$ cat src/rtl/input_debounce.sv
// input_debounce: two-flop synchroniser plus tick-paced per-bit debounce
// with registered clean levels and one-cycle rise/fall strobes.
module input_debounce #(
    parameter int WIDTH        = 6,
    parameter int TICK_CYCLES  = 50_000,
    parameter int STABLE_TICKS = 10
) (
    input  logic             clk,
    input  logic             rst_n,
    input  logic [WIDTH-1:0] raw,
    output logic [WIDTH-1:0] clean,
    output logic [WIDTH-1:0] rise,
    output logic [WIDTH-1:0] fall,
    output logic             tick
);
    localparam int TW = $clog2(TICK_CYCLES);
    localparam int CW = $clog2(STABLE_TICKS + 1);
    localparam logic [TW-1:0] TICK_LAST = TW'(TICK_CYCLES - 1);
    localparam logic [CW-1:0] CNT_LAST  = CW'(STABLE_TICKS - 1);

    logic [WIDTH-1:0] s1, s2;
    logic [TW-1:0]    tick_cnt;
    logic [CW-1:0]    cnt [WIDTH];

    always_ff @(posedge clk or negedge rst_n) begin
        if (!rst_n) begin
            s1       <= '0;
            s2       <= '0;
            tick_cnt <= '0;
            tick     <= 1'b0;
        end else begin
            s1       <= raw;
            s2       <= s1;
            tick_cnt <= (tick_cnt == TICK_LAST) ? '0 : tick_cnt + TW'(1);
            tick     <= tick_cnt == TICK_LAST;
        end
    end

    // A bounce back to the held level discards any accumulated ticks.
    always_ff @(posedge clk or negedge rst_n) begin
        if (!rst_n) begin
            clean <= '0;
            rise  <= '0;
            fall  <= '0;
            for (int i = 0; i < WIDTH; i++) cnt[i] <= '0;
        end else begin
            rise <= '0;
            fall <= '0;
            for (int i = 0; i < WIDTH; i++) begin
                if (s2[i] == clean[i]) begin
                    cnt[i] <= '0;
                end else if (tick) begin
                    if (cnt[i] == CNT_LAST) begin
                        clean[i] <= s2[i];
                        rise[i]  <= s2[i];
                        fall[i]  <= ~s2[i];
                        cnt[i]   <= '0;
                    end else begin
                        cnt[i] <= cnt[i] + CW'(1);
                    end
                end
            end
        end
    end
endmodule

$ cat config.mk
export PLATFORM = sky130hd
export DESIGN_NAME = input_debounce
export DESIGN_NICKNAME = d
export VERILOG_FILES = /design/src/rtl/input_debounce.sv
export SDC_FILE = /design/constraint.sdc
export NUM_CORES = 1
export LEC_CHECK = 0
export CELL_PAD_IN_SITES_DETAIL_PLACEMENT = 0
export CELL_PAD_IN_SITES_GLOBAL_PLACEMENT = 2
export CORE_ASPECT_RATIO = 1.2
export CORE_UTILIZATION = 43
export CTS_BUF_LIST = sky130_fd_sc_hd__clkbuf_4 sky130_fd_sc_hd__clkbuf_8
export DETAILED_ROUTE_END_ITERATION = 10
export PLACE_DENSITY = 0.91
export SLEW_MARGIN = 20
export SYNTH_ARGS = -nofsm -noshare
export SYNTH_HDL_FRONTEND = slang
export SYNTH_SLANG_ARGS = --single-unit
$ cat constraint.sdc
create_clock -name clk -period 2.13 [get_ports clk]
set_input_delay 0.639 -clock clk [delete_from_list [all_inputs] [get_ports clk]]
set_output_delay 0.639 -clock clk [all_outputs]
set_load 0.05 [all_outputs]
==> qor.txt <==
Max stage delay on crit path: 800 ps
Critical Path Source Type: flop
final setup TNS: 0 ps
initial antenna violation count: 0
fin. max-slew vios: 0
CP Buf/Inv Count: 1
1st-pass router iterations: 4
min Tclk post-route: 2092 ps
yosys warns: 0
Avg Cell Area, Syn: 11.56 um^2
Pwr Density: 659.8 nW/um^2
IO Count: 27
Synth Register Bits: 71
ordered cell list for the critical path: clkdlybuf4s50_1
Root Buffer: clkbuf_8
reg2reg path depth: 4
data required time at the worst endpoint: 1490 ps
period utilization: 98.23%
GP Congestion: 0.7584
Setup Viol. Count Final: 0
CP max stage cell: clkdlybuf4s50_1
total gr overflow: 0
diode count: 0
routed len/inst: 12.50 um
worst vdd ir: 0.3396 mV
WL final: 4926 um
final hold violations: 0
final net count: 323
pre-CTS WS: 391.0 ps
die width: 78.62 um
max-cap violation count: 0
CTS tree: done
fmax: 478.0 MHz
first-pass GRT wire length: 8763 um
Mapped Nets: 283
num rows: 33
worst reg2reg setup slack: 470 ps
synth unique cells: 28
crit path max fanout: 1
# hold bufs at CTS: 0
clk_skew: 6.435 ps
Via density: 5.015
Worst-Margin Slew: 558.3 ps
FF-to-FF Start: tick_cnt[0]
Antenna Nets Post-Route: 0
worst hold path type: input port to async pin
vias in the first global route: 1,970
Die ar.: 7386 um^2
sequential share of the synthesized area: 58.65%
critical path capture point type: output pin
area of the mapped netlist: 3029 um^2
routed vias: 1,976
Synth area leaders: dfrtp_1 59%, ha_1 5.4%, xor2_1 4.0%
Setup Buffers After CTS: 0
die height: 93.94 um
clk slew on worst S/H paths: 80 ps
# DRC: 0
Setup crit start: fall[2]
leakage: 1.854 nW
top cell type's share of synthesized area: 58.65%
CP top delay family: buffers and inverters
Initial Utilization: 44.46%
share of cells above drive strength 1: 12.38%
port buffer count: 26
Clock Latency Late Sink: 340 ps
unrepaired setup endpoints after global routing: false
crit path DAT: 1450 ps
drt initial violations: 83
CTS H-tree depth: 3
CTS buffer count: 9
Synth area leader: dfrtp_1
core region area: 6813 um^2
GRT Total Usage: 15.76%
hpwl dp: 3432 um
FILL cells: 607
largest net degree at the start of global routing: 22
final setup margin: 37.79 ps
Setup CP Type: flop to output pin
status: completed
Max clock buf depth: 2
area grow syn2layout: 20.32%
r2r endpoint: tick_cnt[15]
Max transition margin: 62.50%
CTS Sinks: 71
post-synthesis cell count: 262
[placed cells by master, fill, tap and decap left out, types with 9 or more instances in the layout]
| master | instances |
|---|---|
| dlymetal6s2s_1 | 9 |
| nor2_1 | 17 |
| o21ai_0 | 14 |
| xor2_1 | 14 |
| nand2_1 | 27 |
| nand3_1 | 11 |
| clkbuf_8 | 11 |
| inv_1 | 11 |
| nor3b_1 | 16 |
| ha_1 | 13 |
| dfrtp_1 | 71 |
[worst max path at each step]
stage               depth (start not counted)        to  slack [ps]
floorplan                                   3  clean[0]         500
detailed placement                          1   fall[4]         390
CTS                                         1   rise[1]           4
global placement                            1   rise[2]         400
finish                                      1   fall[2]          40
global route                                1   fall[2]           2
[state kept, by name (all words and copies together) (netlist names)]
| register | count |
|---|---|
| clean | 6 |
| cnt | 24 |
| fall | 6 |
| rise | 6 |
| s1 | 6 |
| s2 | 6 |
| tick | 1 |
| tick_cnt | 16 |
[metrics by stage]
step | std cells | cell area (um^2) | power, mW | hold slack (ps) | utilization [%]
after detailed placement | 378 | 3440 | 1.462 | 338.5 | 50.49
after global routing | 394 | 3645 | 2.513 | 300.7 | 53.50
after CTS | 394 | 3622 | 2.456 | 282.8 | 53.17
after global placement | 378 | 3440 | 1.462 | 332.8 | 50.49
final | 394 | 3645 | 2.405 | 282.2 | 53.50
after floorplan | 262 | 3029 | 1.407 | 331.2 | -
[layer usage]
metal / routed length [um] / global-route usage (%) / up-vias
met5: 0 / 0 / -
met4: 146 / 11.11 / 0
met3: 162 / 3.786 / 13
met2: 2324 / 25.00 / 26
met1: 2292 / 18.71 / 946
li1: - / - / 991
[cells in the mapped netlist, drive strengths merged]
cell type	instances
xor2	14
o31ai	2
and2	6
or3	6
mux2	6
a21o	4
ha	13
dfrtp	71
o21ai	14
nand4	3
nor3	7
nor2	17
xnor2	8
nor3b	16
o211ai	8
nand2	27
nor2b	1
nand3	12
a211o	4
clkbuf	1
nand3b	1
nor4	5
o22ai	4
inv	12
[what timing repair did]
item | in CTS | in global routing
gates resized for setup | 1 | 9
setup endpoints to repair | 1 | 9
endpoints found under the hold margin | 0 | 0
[report_power, final]
part	switching [mW]	internal (mW)	leakage [nW]
combinational	0.0394	0.0271	0.817
sequential	0.00783	1.36	0.950
clock	0.490	0.481	0.0873
[final cells by class]
class	instances	area [um^2]	area share (%)
clock buffer	11	151.4	4.154
clock inverter	5	32.53	0.8925
inverter	12	45.04	1.236
multi-input combinational	178	1204	33.02
sequential	71	1777	48.75
tap	87	108.9	2.987
timing repair buffer	30	326.6	8.960
[kinds of logic after synthesis]
family                   count (synthesis)  share of synthesized area (%)
AND/OR/NAND/NOR                        101                          18.01
flip-flops                              71                          58.65
AO/OA/AOI/OAI                           36                          7.765
XOR/XNOR                                22                          6.361
buffers and inverters                   13                          1.611
adder cells (fa/ha/maj)                 13                          5.370
multiplexers                             6                          2.230
Note: power is estimated with default switching activity, not from simulation.
